[config.mk]
export PLATFORM = sky130hd
export DESIGN_NAME = ext_pipe_flat
export DESIGN_NICKNAME = d
export VERILOG_FILES = /design/src/rtl/ext_pipe_if.sv /design/src/rtl/ext_pipe.sv /design/src/flat_wrapper.sv
export SDC_FILE = /design/constraint.sdc
export NUM_CORES = 1
export LEC_CHECK = 0
export ABC_CLOCK_PERIOD_IN_PS = 2700
export CAP_MARGIN = 20
export CELL_PAD_IN_SITES_DETAIL_PLACEMENT = 0
export CELL_PAD_IN_SITES_GLOBAL_PLACEMENT = 1
export CORE_MARGIN = 2
export CORE_UTILIZATION = 41
export DETAILED_ROUTE_END_ITERATION = 8
export PLACE_DENSITY = 0.92
export SETUP_SLACK_MARGIN = 0.15
export SLEW_MARGIN = 0
export SYNTH_ARGS = -nofsm -noshare
export SYNTH_HDL_FRONTEND = slang
export SYNTH_SLANG_ARGS = --single-unit
[constraint.sdc]
create_clock -name clk -period 2.7 [get_ports clk]
set_clock_uncertainty 0.1 [all_clocks]
set_input_delay 0.405 -clock clk [delete_from_list [all_inputs] [get_ports clk]]
set_output_delay 0.405 -clock clk [all_outputs]
set_load 0.05 [all_outputs]
[src/rtl/ext_pipe_if.sv]
// Handshake bundle for ext_pipe.
// Upstream:   in_valid/in_ready handshake with in_mode, in_imm, in_word, in_off.
// Downstream: out_valid/out_ready handshake with out_data, out_err.
// Error side: err_clr request, err_cnt saturating count.
// master: the side that feeds items and consumes results.
// slave:  the ext_pipe block itself.
interface ext_pipe_if #(
  parameter int unsigned DW    = 32,
  parameter int unsigned IMM_W = 16,
  parameter int unsigned CNT_W = 8
) ();
  localparam int unsigned OFFW = $clog2(DW / 8);

  logic             in_valid;
  logic             in_ready;
  logic [2:0]       in_mode;
  logic [IMM_W-1:0] in_imm;
  logic [DW-1:0]    in_word;
  logic [OFFW-1:0]  in_off;
  logic             out_valid;
  logic             out_ready;
  logic [DW-1:0]    out_data;
  logic             out_err;
  logic             err_clr;
  logic [CNT_W-1:0] err_cnt;

  modport master (
    output in_valid, in_mode, in_imm, in_word, in_off, out_ready, err_clr,
    input  in_ready, out_valid, out_data, out_err, err_cnt
  );

  modport slave (
    input  in_valid, in_mode, in_imm, in_word, in_off, out_ready, err_clr,
    output in_ready, out_valid, out_data, out_err, err_cnt
  );
endinterface

[src/rtl/ext_pipe.sv]
// Immediate / load-data extension stage with a 2-entry elastic buffer.
// Each accepted item is extended combinationally (sign/zero/high immediate, or a
// byte/halfword/word picked from in_word at in_off) and registered, giving one cycle
// of latency and full throughput. A skid register absorbs one item while the output
// is stalled so that in_ready can come straight from a flop.
// Ports:
//   clk      - clock, rising edge
//   reset_n  - asynchronous active-low reset
//   bus      - ext_pipe_if slave modport (in/out handshakes, err_clr, err_cnt)
module ext_pipe #(
  parameter int unsigned DW    = 32,
  parameter int unsigned IMM_W = 16,
  parameter int unsigned CNT_W = 8
) (
  input logic        clk,
  input logic        reset_n,
  ext_pipe_if.slave  bus
);
  localparam logic [2:0] ModeSign = 3'd0;
  localparam logic [2:0] ModeZero = 3'd1;
  localparam logic [2:0] ModeHigh = 3'd2;
  localparam logic [2:0] ModeLb   = 3'd3;
  localparam logic [2:0] ModeLbu  = 3'd4;
  localparam logic [2:0] ModeLh   = 3'd5;
  localparam logic [2:0] ModeLhu  = 3'd6;
  localparam logic [2:0] ModeLw   = 3'd7;

  // Extension of the item currently offered on the input.
  logic [DW-1:0] shifted;
  logic [7:0]    sel_byte;
  logic [15:0]   sel_half;
  logic [DW-1:0] ext_data;
  logic          ext_err;

  always_comb begin
    // Bring the addressed byte/halfword down to bit 0 (little-endian).
    shifted  = bus.in_word >> {bus.in_off, 3'b000};
    sel_byte = shifted[7:0];
    sel_half = shifted[15:0];
    ext_data = '0;
    ext_err  = 1'b0;
    case (bus.in_mode)
      ModeSign: ext_data = {{(DW-IMM_W){bus.in_imm[IMM_W-1]}}, bus.in_imm};
      ModeZero: ext_data = {{(DW-IMM_W){1'b0}}, bus.in_imm};
      ModeHigh: ext_data = {bus.in_imm, {(DW-IMM_W){1'b0}}};
      ModeLb:   ext_data = {{(DW-8){sel_byte[7]}}, sel_byte};
      ModeLbu:  ext_data = {{(DW-8){1'b0}}, sel_byte};
      ModeLh: begin
        if (bus.in_off[0]) ext_err  = 1'b1;
        else               ext_data = {{(DW-16){sel_half[15]}}, sel_half};
      end
      ModeLhu: begin
        if (bus.in_off[0]) ext_err  = 1'b1;
        else               ext_data = {{(DW-16){1'b0}}, sel_half};
      end
      ModeLw: begin
        // A full word is only aligned at offset 0 for any legal DW.
        if (bus.in_off != '0) ext_err  = 1'b1;
        else                  ext_data = bus.in_word;
      end
      default: ext_data = '0;
    endcase
  end

  // Output register, skid register, registered in_ready, error counter.
  logic             out_valid_q, out_valid_d;
  logic [DW-1:0]    out_data_q, out_data_d;
  logic             out_err_q, out_err_d;
  logic             skid_valid_q, skid_valid_d;
  logic [DW-1:0]    skid_data_q, skid_data_d;
  logic             skid_err_q, skid_err_d;
  logic             in_ready_q, in_ready_d;
  logic [CNT_W-1:0] err_cnt_q, err_cnt_d;

  logic accept;
  logic deliver;

  assign accept  = bus.in_valid && in_ready_q;
  assign deliver = out_valid_q && bus.out_ready;

  always_comb begin
    out_valid_d  = out_valid_q;
    out_data_d   = out_data_q;
    out_err_d    = out_err_q;
    skid_valid_d = skid_valid_q;
    skid_data_d  = skid_data_q;
    skid_err_d   = skid_err_q;

    if (!out_valid_q || deliver) begin
      // Output slot frees this edge: refill from skid first to keep FIFO order.
      if (skid_valid_q) begin
        out_valid_d  = 1'b1;
        out_data_d   = skid_data_q;
        out_err_d    = skid_err_q;
        skid_valid_d = 1'b0;
      end else if (accept) begin
        out_valid_d = 1'b1;
        out_data_d  = ext_data;
        out_err_d   = ext_err;
      end else begin
        out_valid_d = 1'b0;
      end
    end else if (accept) begin
      // Output stalled: park the new item in the skid register.
      skid_valid_d = 1'b1;
      skid_data_d  = ext_data;
      skid_err_d   = ext_err;
    end

    in_ready_d = !skid_valid_d;
  end

  always_comb begin
    err_cnt_d = err_cnt_q;
    if (bus.err_clr) begin
      err_cnt_d = '0;
    end else if (deliver && out_err_q && (err_cnt_q != '1)) begin
      err_cnt_d = err_cnt_q + CNT_W'(1);
    end
  end

  always_ff @(posedge clk or negedge reset_n) begin
    if (!reset_n) begin
      out_valid_q  <= 1'b0;
      out_data_q   <= '0;
      out_err_q    <= 1'b0;
      skid_valid_q <= 1'b0;
      skid_data_q  <= '0;
      skid_err_q   <= 1'b0;
      in_ready_q   <= 1'b1;
      err_cnt_q    <= '0;
    end else begin
      out_valid_q  <= out_valid_d;
      out_data_q   <= out_data_d;
      out_err_q    <= out_err_d;
      skid_valid_q <= skid_valid_d;
      skid_data_q  <= skid_data_d;
      skid_err_q   <= skid_err_d;
      in_ready_q   <= in_ready_d;
      err_cnt_q    <= err_cnt_d;
    end
  end

  assign bus.in_ready  = in_ready_q;
  assign bus.out_valid = out_valid_q;
  assign bus.out_data  = out_data_q;
  assign bus.out_err   = out_err_q;
  assign bus.err_cnt   = err_cnt_q;

endmodule

[src/flat_wrapper.sv]
// flat-port wrapper written by rule: the top's interface ports become plain ports
module ext_pipe_flat 
#(
  parameter int unsigned DW    = 32,
  parameter int unsigned IMM_W = 16,
  parameter int unsigned CNT_W = 8
)
  (clk, reset_n, bus_in_valid, bus_in_mode, bus_in_imm, bus_in_word, bus_in_off, bus_out_ready, bus_err_clr, bus_in_ready, bus_out_valid, bus_out_data, bus_out_err, bus_err_cnt);
  ext_pipe_if #(.DW(DW), .IMM_W(IMM_W), .CNT_W(CNT_W)) bus_i ();
  input logic clk;
  input logic reset_n;
  input wire logic [$bits(bus_i.in_valid)-1:0] bus_in_valid;
  input wire logic [$bits(bus_i.in_mode)-1:0] bus_in_mode;
  input wire logic [$bits(bus_i.in_imm)-1:0] bus_in_imm;
  input wire logic [$bits(bus_i.in_word)-1:0] bus_in_word;
  input wire logic [$bits(bus_i.in_off)-1:0] bus_in_off;
  input wire logic [$bits(bus_i.out_ready)-1:0] bus_out_ready;
  input wire logic [$bits(bus_i.err_clr)-1:0] bus_err_clr;
  output wire logic [$bits(bus_i.in_ready)-1:0] bus_in_ready;
  output wire logic [$bits(bus_i.out_valid)-1:0] bus_out_valid;
  output wire logic [$bits(bus_i.out_data)-1:0] bus_out_data;
  output wire logic [$bits(bus_i.out_err)-1:0] bus_out_err;
  output wire logic [$bits(bus_i.err_cnt)-1:0] bus_err_cnt;
  assign bus_i.in_valid = bus_in_valid;
  assign bus_i.in_mode = bus_in_mode;
  assign bus_i.in_imm = bus_in_imm;
  assign bus_i.in_word = bus_in_word;
  assign bus_i.in_off = bus_in_off;
  assign bus_i.out_ready = bus_out_ready;
  assign bus_i.err_clr = bus_err_clr;
  assign bus_in_ready = bus_i.in_ready;
  assign bus_out_valid = bus_i.out_valid;
  assign bus_out_data = bus_i.out_data;
  assign bus_out_err = bus_i.out_err;
  assign bus_err_cnt = bus_i.err_cnt;
  ext_pipe #(.DW(DW), .IMM_W(IMM_W), .CNT_W(CNT_W)) u_core (.clk(clk), .reset_n(reset_n), .bus(bus_i));
endmodule
==> flow_metrics.py, run 1 <==
metrics = {
    "run_status": {
        "outcome": "completed",
    },
    "synthesis": {
        "ys_seq_elements": 77,
        "syn_area_per_cell_um2": 9.21,
        "synth_enable_flop_cells": 0,
        "async_flop_share": 1.00,
        "synth_cell_types": 50,
        "synth.cell_area_um2": 4350,
        "syn_nets": 532,
        "synth_ff_type": "dfrtp_1",
        "yosysWarnings": 0,
        "seq_area_frac_synth": 0.443,
        "synthCells": 473,
    },
    "power": {
        "power_frac_clock": 0.211,
        "power.total_mw": 4.21,
        "peakVddDrop_mv": 0.531,
        "internal_power_mw": 2.52,
        "p_per_area_nw_per_um2": 723,
        "comb_power_share": 0.405,
        "p_switching_mw": 1.69,
        "p_leak_nw": 2.36,
        "p_seq_frac": 0.384,
        "swShare": 0.401,
    },
    "clock_tree": {
        "cts_buffer_depth": 2,
        "cts_tree": "yes",
        "cts.clk_slew.worst_paths_ns": 0.08,
        "cts-resized-gates": 0,
        "clock-sinks": 77,
        "cts_setup_buffers": 0,
        "cts-root-buf": "clkbuf_8",
        "cts_buffers": 9,
        "h-tree-depth": 3,
        "hold_buffers": 1,
        "clk_latency_ns": 0.34,
    },
    "global_route": {
        "overflow": 0,
        "grt_pass1_vias": 4052,
        "grt_start_max_net_pins": 78,
        "grt_usage": 0.244,
        "antenna_found_initial": 0,
        "grt_pass1_wl_um": 21700,
    },
    "detailed_routing": {
        "drc": 0,
        "routed_via_density": 5.94,
        "first_pass_iters": 5,
        "drt_iter0_drc": 441,
        "ant_nets": 0,
        "wl_per_cell_um": 19.3,
        "route.vias.total": 4256,
        "routed_wl_um": 13800,
    },
    "die": {
        "start_util": 0.422,
        "die_w_um": 107,
        "core_area_um2": 10300,
        "io_pins": 101,
        "rows": 37,
        "dieArea_um2": 11500,
        "die_y_um": 107,
    },
    "worst_setup_path": {
        "critical_path.cell_chain": "clkdlybuf4s50_1, mux4_2, a21o_1, a2111oi_2, o31ai_1",
        "crit_type": "in2reg",
        "crit_arrival_ns": 2.43,
        "cp.required_ns": 2.81,
        "slowest_delay_ns": 0.58,
        "startpoint_type": "input pin",
        "cp_slowest_cell": "mux4_2",
        "cp_max_fo": 4,
        "crit_family": "compound AO/OA/AOI/OAI gates",
        "crit_buf_inv": 1,
        "worstSetupEndpointType": "register",
    },
    "sta": {
        "worst_pin_slew_ns": 1.02,
        "clock.fmax_mhz": 432,
        "fin_crit_ns": 2.31,
        "finalHoldWorstSlack_ns": 0.374,
        "relSlewSlack": 0.317,
        "setup_slack_ns": 0.387,
        "finalHoldViolCount": 0,
        "fin_tns_setup_ns": 0,
        "rsz0062_at_grt": "no",
        "slew_viol_final": 0,
        "setup_violations": 0,
        "finalCritPeriodShare": 0.857,
    },
    "final_layout": {
        "final_common_cell": "clkdlybuf4s50_1",
        "area_growth_syn_to_layout_pct": 33.9,
        "fill_cells": 934,
        "diodes": 0,
        "nNetsFinal": 634,
        "drive_gt1_frac": 0.0966,
        "fin_util": 0.565,
        "final_cell_mix": "clkdlybuf4s50_1 (99), dfrtp_1 (76), a21oi_1 (55)",
    },
    "placement": {
        "place.gp.congestion": 1.01,
        "io_buffer_count": 100,
        "hpwl_um": 9980,
        "dp_slack_ns": 0.0411,
    },
    "min_path": {
        "hold_path.class": "reg2reg",
    },
    "job": {
        "drv_cap": 0,
    },
}
layout make-up:
type                            count  area (um^2)  share of cell area
Multi-Input combinational cell    354         2260               0.387
Sequential cell                    77         1930               0.331
Timing Repair Buffer              127         1250               0.215
Tap cell                          136          170              0.0292
Clock buffer                       11          141              0.0242
Clock inverter                      5         60.1              0.0103
Inverter                            6         22.5             0.00386
synth_stat cells (2+ instances only):
cell        n  area, um^2
a2111oi_0   2        17.5
a2111oi_2   4        60.1
a211oi_1    2        15.0
a21o_1      2        15.0
a21oi_1    55         275
a221oi_1    3        26.3
a22oi_1    17         128
a31oi_1    23         144
and2_1      4        25.0
and3_1     18         113
buf_2       6        30.0
buf_6       2        22.5
clkbuf_1   27         101
dfrtp_1    76        1900
inv_1       6        22.5
mux2i_1    18         180
nand2_1    32         120
nand2b_1    9        56.3
nand3_1     4        20.0
nor2_1     41         154
nor2b_1     8        50.1
nor3_1      4        20.0
nor3b_1     2        15.0
nor4b_1     6        52.6
o21a_1      2        15.0
o21ai_0    25         125
o2bb2ai_1   7        61.3
o31ai_1    22         165
or3_1      20         125
xnor2_1     6        52.6
state kept, by name, summed over array words and instances, names as in the netlist:
signal / flops
u_core.skid_err_q: 1
u_core.bus.err_cnt: 8
u_core.skid_valid_q: 1
u_core.bus.out_err: 1
u_core.bus.out_data: 32
u_core.bus.out_valid: 1
u_core.bus.in_ready: 1
u_core.skid_data_q: 32
final timing paths:
kind / start / to / slack, ns / cells past startpoint
worst min-delay path: u_core.skid_data_q[8] / u_core.skid_data_q[8] / 0.37 / 2
worst max register to register: u_core.bus.err_cnt[0] / u_core.bus.err_cnt[5] / 0.83 / 5
worst min register to register: u_core.skid_data_q[8] / u_core.skid_data_q[8] / 0.37 / 2
worst max-delay path: bus_in_off[1] / u_core.skid_data_q[9] / 0.39 / 5
max in group asynchronous: reset_n / u_core.bus.in_ready / 1.63 / 3
min in group asynchronous: reset_n / u_core.bus.out_data[5] / 0.49 / 3
metal layers:
metal,part of all wire,wire length [um],global-route usage,up-vias
met2,0.47,6540,0.388,208
met4,0.027,369,0.0677,0
met3,0.063,866,0.0353,35
li1,-,-,-,1969
met5,0,0,0,-
met1,0.44,6060,0.347,2044
stage by stage:
| step | instance area, um^2 | instances |
|---|---|---|
| after floorplan | 4350 | 473 |
| after global placement | 5620 | 699 |
| after detailed placement | 5620 | 699 |
| after CTS | 5830 | 716 |
| after global routing | 5830 | 716 |
| final | 5830 | 716 |
power groups by stage:
stage	registers, mW	clock network [mW]	logic [mW]
floorplan	2.15	0	0.514
global placement	1.62	0	1.68
detailed placement	1.64	0	1.70
CTS	1.62	0.901	1.70
global route	1.65	0.947	1.82
finish	1.62	0.890	1.71
logic make-up after synthesis:
group | count (synthesis) | synth area share
muxes | 19 | 0.0466
AOI/OAI and AO/OA | 172 | 0.264
and+or+nand+nor | 155 | 0.188
adders and majority gates | 2 | 0.00517
buffers and inverters | 42 | 0.0414
xor gates and xnor gates | 6 | 0.0121
DFF | 77 | 0.443
worst reg2reg max path: cells and delay by family, from the launching register on:
family | cells | cell delay [ns]
AOI/OAI and AO/OA | 1 | 0.52
xor gates and xnor gates | 1 | 0.18
adders and majority gates | 1 | 0.26
DFF | 1 | 0.43
and+or+nand+nor | 2 | 0.27
(Power assumes the default switching activity.)
==> run 2: changes to the inputs <==
--- a/config.mk
+++ b/config.mk
@@ -9,12 +9,12 @@
 export CAP_MARGIN = 20
 export CELL_PAD_IN_SITES_DETAIL_PLACEMENT = 0
 export CELL_PAD_IN_SITES_GLOBAL_PLACEMENT = 1
-export CORE_MARGIN = 2
-export CORE_UTILIZATION = 41
+export CORE_UTILIZATION = 25
 export DETAILED_ROUTE_END_ITERATION = 8
-export PLACE_DENSITY = 0.92
+export PLACE_DENSITY = 0.63
 export SETUP_SLACK_MARGIN = 0.15
 export SLEW_MARGIN = 0
 export SYNTH_ARGS = -nofsm -noshare
 export SYNTH_HDL_FRONTEND = slang
 export SYNTH_SLANG_ARGS = --single-unit
+export TNS_END_PERCENT = 30
==> run 2 against run 1 <==
  * The run now ends with hold timing left
  * Via count shrank 0.56%
  * Global-route usage shrank 5.6 points
  * Total power grew 7.2%
  * Sequential cell count is the same
  * Critical endpoint is now u_core.skid_data_q[7]
  * Highest routed layer unchanged
==> flow_metrics.py, run 2 (synthesis gave the netlist of run 1 again) <==
metrics = {
    "worst_setup_path": {
        "critical_path.cell_chain": "clkdlybuf4s50_1, buf_4, buf_4, nor3b_2, buf_12, a222oi_1, o21ai_0",
        "cp.required_ns": 2.79,
        "crit_type": "in2reg",
        "worstSetupEndpointType": "register",
        "crit_buf_inv": 4,
        "crit_family": "buffers and inverters",
        "critPathMostFrequentCell": "buf_4",
        "startpoint_type": "input pin",
        "cp_max_fo": 13,
        "crit_arrival_ns": 2.51,
        "cp_slowest_cell": "a222oi_1",
        "slowest_delay_ns": 0.66,
    },
    "global_route": {
        "grt_pass1_wl_um": 25300,
        "overflow": 0,
        "grt_usage": 0.188,
        "grt_pass1_vias": 4164,
        "antenna_found_initial": 0,
        "grt_start_max_net_pins": 46,
    },
    "clock_tree": {
        "h-tree-depth": 3,
        "cts_buffers": 9,
        "cts.clk_slew.worst_paths_ns": 0.07,
        "clk_latency_ns": 0.35,
        "hold_buffers": 0,
        "cts_buffer_depth": 2,
        "cts-resized-gates": 0,
        "cts_setup_buffers": 0,
        "clock-sinks": 77,
        "cts_tree": "yes",
        "cts-root-buf": "clkbuf_16",
    },
    "final_layout": {
        "area_growth_syn_to_layout_pct": 38.9,
        "diodes": 0,
        "drive_gt1_frac": 0.106,
        "stdcell_count": 804,
        "nNetsFinal": 638,
        "final_common_cell": "clkdlybuf4s50_1",
        "finalInstanceArea_um2": 6050,
        "final_cell_mix": "clkdlybuf4s50_1 (99), dfrtp_1 (76), a21oi_1 (55)",
        "fin_util": 0.359,
    },
    "placement": {
        "io_buffer_count": 100,
        "place.gp.congestion": 0.865,
        "postPlaceCellArea_um2": 5770,
        "dp.cells": 788,
        "hpwl_um": 11900,
        "dp_slack_ns": -0.0571,
    },
    "die": {
        "rows": 47,
        "core_area_um2": 16800,
        "start_util": 0.259,
        "die_w_um": 134,
        "io_pins": 101,
        "die_y_um": 134,
        "dieArea_um2": 17900,
    },
    "detailed_routing": {
        "m1WireLength_um": 7600,
        "routed_wl_um": 16300,
        "wl_per_cell_um": 20.3,
        "route.vias.total": 4232,
        "ant_nets": 0,
        "dr_wl_met2_um": 7490,
        "drt_iter0_drc": 267,
        "drc": 0,
        "top_layer_used": "met4",
        "dr_wl_met3_um": 918,
        "first_pass_iters": 5,
        "routed_via_density": 5.26,
    },
    "sta": {
        "slew_viol_final": 0,
        "finalCritPeriodShare": 0.894,
        "relSlewSlack": 0.419,
        "setup_slack_ns": 0.285,
        "setup_violations": 0,
        "finalHoldViolCount": 22,
        "clock.fmax_mhz": 414,
        "worst_pin_slew_ns": 0.871,
        "fin_tns_setup_ns": 0,
        "finalHoldWorstSlack_ns": -0.0154,
        "rsz0062_at_grt": "no",
        "fin_crit_ns": 2.42,
    },
    "min_path": {
        "hold_path.class": "in2async",
    },
    "run_status": {
        "violations": "hold timing",
        "outcome": "finished with violations",
    },
    "power": {
        "p_per_area_nw_per_um2": 747,
        "peakVddDrop_mv": 0.413,
        "p_leak_nw": 2.42,
        "power.total_mw": 4.52,
    },
    "job": {
        "drv_cap": 0,
    },
}
==> run 2: cell types whose count changed in the layout (fill, tap and decap cells not counted), sizes merged <==
cell / change
buf: +5
bufinv: -1
clkinv: -1
clkinvlp: +1
dlygate4sd3: -1
inv: +1
==> run 2: report_power, final <==
group          switching (mW)  internal [mW]  total, mW
Sequential              0.172           1.45       1.62
Combinational            1.11          0.621       1.74
Clock                   0.515          0.648       1.16
==> run 2: final cells by class <==
class                   instances  area [um^2]
inverters                       6         22.5
multi-input cells             354         2260
clock inverters                 5         33.8
fillers                      1748        10800
repair buffers                131         1280
well taps                     220          275
clock buffers                  11          243
flip-flops and latches         77         1930
==> run 2: per-layer routing <==
| layer | global-route usage | up-vias |
|---|---|---|
| met4 | 0.0682 | 0 |
| met5 | 0 | - |
| met2 | 0.296 | 141 |
| li1 | - | 1971 |
| met1 | 0.261 | 2101 |
| met3 | 0.0261 | 19 |
==> run 2: worst paths after layout <==
kind                                            start  depth (start not counted)  slack, ns                      end
worst max register to register    u_core.skid_valid_q                          5       0.59  u_core.bus.out_data[15]
worst min-delay path                          reset_n                          1      -0.02   u_core.skid_data_q[10]
worst max-delay path                    bus_in_off[1]                          7       0.28    u_core.skid_data_q[7]
worst min register to register  u_core.skid_data_q[9]                          2       0.37    u_core.skid_data_q[9]
max in group asynchronous                     reset_n                          2       1.89  u_core.bus.out_data[31]
min in group clk                u_core.skid_data_q[9]                          2       0.37    u_core.skid_data_q[9]
==> run 3: changes to the inputs <==
--- a/config.mk
+++ b/config.mk
@@ -5,13 +5,14 @@
 export SDC_FILE = /design/constraint.sdc
 export NUM_CORES = 1
 export LEC_CHECK = 0
-export ABC_CLOCK_PERIOD_IN_PS = 2700
+export ABC_CLOCK_PERIOD_IN_PS = 2100
 export CAP_MARGIN = 20
 export CELL_PAD_IN_SITES_DETAIL_PLACEMENT = 0
 export CELL_PAD_IN_SITES_GLOBAL_PLACEMENT = 1
 export CORE_UTILIZATION = 25
+export CTS_BUF_LIST = sky130_fd_sc_hd__clkbuf_8
 export DETAILED_ROUTE_END_ITERATION = 8
-export PLACE_DENSITY = 0.63
+export PLACE_DENSITY = 0.65
 export SETUP_SLACK_MARGIN = 0.15
 export SLEW_MARGIN = 0
 export SYNTH_ARGS = -nofsm -noshare
==> constraint.sdc (replaced) <==
create_clock -name clk -period 2.1 [get_ports clk]
set_clock_uncertainty 0.1 [all_clocks]
set_input_delay 0.315 -clock clk [delete_from_list [all_inputs] [get_ports clk]]
set_output_delay 0.315 -clock clk [all_outputs]
set_load 0.05 [all_outputs]
==> run 3 against run 2 <==
  * The flow now finishes without violations
  * Sequential share of layout area decreased by 2.0 points
  * Total power rose by 21%
  * Clock power shrank 8%
  * Via count up 2.7%
  * Largest cell class unchanged
==> flow_metrics.py, run 3 (synthesis gave the netlist of run 1 again) <==
metrics = {
    "run_status": {
        "outcome": "completed",
    },
    "sta": {
        "slew_viol_final": 0,
        "setup_violations": 0,
        "fin_crit_ns": 1.95,
        "finalHoldViolCount": 0,
        "finalHoldWorstSlack_ns": 0.372,
        "rsz0062_at_grt": "yes",
        "finalCritPeriodShare": 0.930,
        "relSlewSlack": 0.639,
        "clock.fmax_mhz": 512,
        "worst_pin_slew_ns": 0.540,
        "setup_slack_ns": 0.146,
    },
    "detailed_routing": {
        "drt_iter0_drc": 256,
        "wl_per_cell_um": 19.0,
        "routed_wl_um": 16200,
        "route.vias.total": 4345,
        "ant_nets": 0,
        "first_pass_iters": 4,
        "drc": 0,
        "routed_via_density": 5.11,
    },
    "die": {
        "die_w_um": 134,
        "dieArea_um2": 17900,
        "start_util": 0.259,
        "die_y_um": 134,
        "core_area_um2": 16800,
        "io_pins": 101,
        "rows": 47,
    },
    "job": {
        "drv_cap": 0,
    },
    "worst_setup_path": {
        "cp_max_fo": 2,
        "cp.required_ns": 1.68,
        "crit_family": "buffers and inverters",
        "worstSetupEndpointType": "output pin",
        "cp_slowest_cell": "clkdlybuf4s50_1",
        "path_depth": 1,
        "slowest_delay_ns": 0.82,
        "reg2reg_depth": 5,
        "startpoint_type": "register",
        "critical_path.cell_chain": "clkdlybuf4s50_1",
        "crit_buf_inv": 1,
        "reg2reg_slack_ns": 0.27,
        "crit_type": "reg2out",
        "crit_arrival_ns": 1.54,
    },
    "clock_tree": {
        "cts_setup_buffers": 0,
        "cts_buffer_depth": 2,
        "cts.clk_slew.worst_paths_ns": 0.07,
        "cts-root-buf": "clkbuf_8",
        "clk_latency_ns": 0.36,
        "cts_buffers": 9,
        "cts_tree": "yes",
        "clock-sinks": 77,
        "h-tree-depth": 3,
    },
    "placement": {
        "dp_slack_ns": -0.400,
        "place.gp.congestion": 0.827,
        "io_buffer_count": 100,
        "postPlaceCellArea_um2": 6150,
        "hpwl_um": 12100,
        "dp.cells": 836,
    },
    "global_route": {
        "grt_pass1_vias": 4338,
        "grt_pass1_wl_um": 25100,
        "overflow": 0,
        "grt_usage": 0.184,
        "grt_start_max_net_pins": 36,
        "antenna_found_initial": 0,
    },
    "final_layout": {
        "drive_gt1_frac": 0.181,
        "nNetsFinal": 687,
        "multi_input_area_um2": 2340,
        "stdcell_count": 851,
        "area_growth_syn_to_layout_pct": 48.2,
        "final_cell_mix": "buf_4 (75), dfrtp_1 (75), clkdlybuf4s50_1 (72)",
        "seq_area_um2": 1930,
        "diodes": 0,
        "finalInstanceArea_um2": 6450,
        "fill_cells": 1693,
    },
    "min_path": {
        "hold_path.class": "reg2reg",
        "hold-path-cell-count": 2,
    },
    "power": {
        "p_leak_nw": 2.85,
        "peakVddDrop_mv": 0.403,
        "p_per_area_nw_per_um2": 848,
    },
}
-- run 3: power breakdown --
| part | total, mW | switching [mW] | leakage (nW) | internal [mW] |
|---|---|---|---|---|
| logic | 2.32 | 1.44 | 1.81 | 0.873 |
| registers | 2.09 | 0.226 | 0.942 | 1.86 |
| clock network | 1.07 | 0.512 | 0.101 | 0.558 |
| total | 5.47 | 2.18 | 2.85 | 3.29 |
-- run 3: what timing repair did --
action,in CTS,in global routing
endpoints found under the hold margin,30,0
pin swaps,3,2
setup endpoints to repair,57,55
hold buffers,1,0
resized for setup,18,19
-- run 3: final cells by class --
class	instances	share of cell area
repair buffers	180	0.264
flip-flops and latches	77	0.299
multi-input cells	354	0.363
inverters	6	0.00349
clock buffers	10	0.0213
clock inverters	4	0.00659
well taps	220	0.0427
-- run 3: layer usage --
metal  track usage  wire length, um
met5             0                0
met4        0.0473              186
met3        0.0314              944
met2         0.292             7780
met1         0.258             7240
-- run 3: path summary, 6_finish.rpt --
kind / start / end
max: u_core.bus.out_data[10] / bus_out_data[10]
min: u_core.skid_data_q[3] / u_core.skid_data_q[3]
max reg2reg: u_core.bus.err_cnt[0] / u_core.bus.err_cnt[5]
min reg2reg: u_core.skid_data_q[3] / u_core.skid_data_q[3]
max in group asynchronous: reset_n / u_core.bus.out_data[10]
min in group asynchronous: reset_n / u_core.skid_data_q[19]
-- run 3: metrics by stage --
stage,total power [mW],setup TNS (ns),utilization
final,5.47,0,0.384
after global routing,5.78,0,0.384
after CTS,5.54,0,0.380
after detailed placement,4.45,-14.03,0.366
after global placement,4.41,-13.64,0.366
after floorplan,3.42,0,-
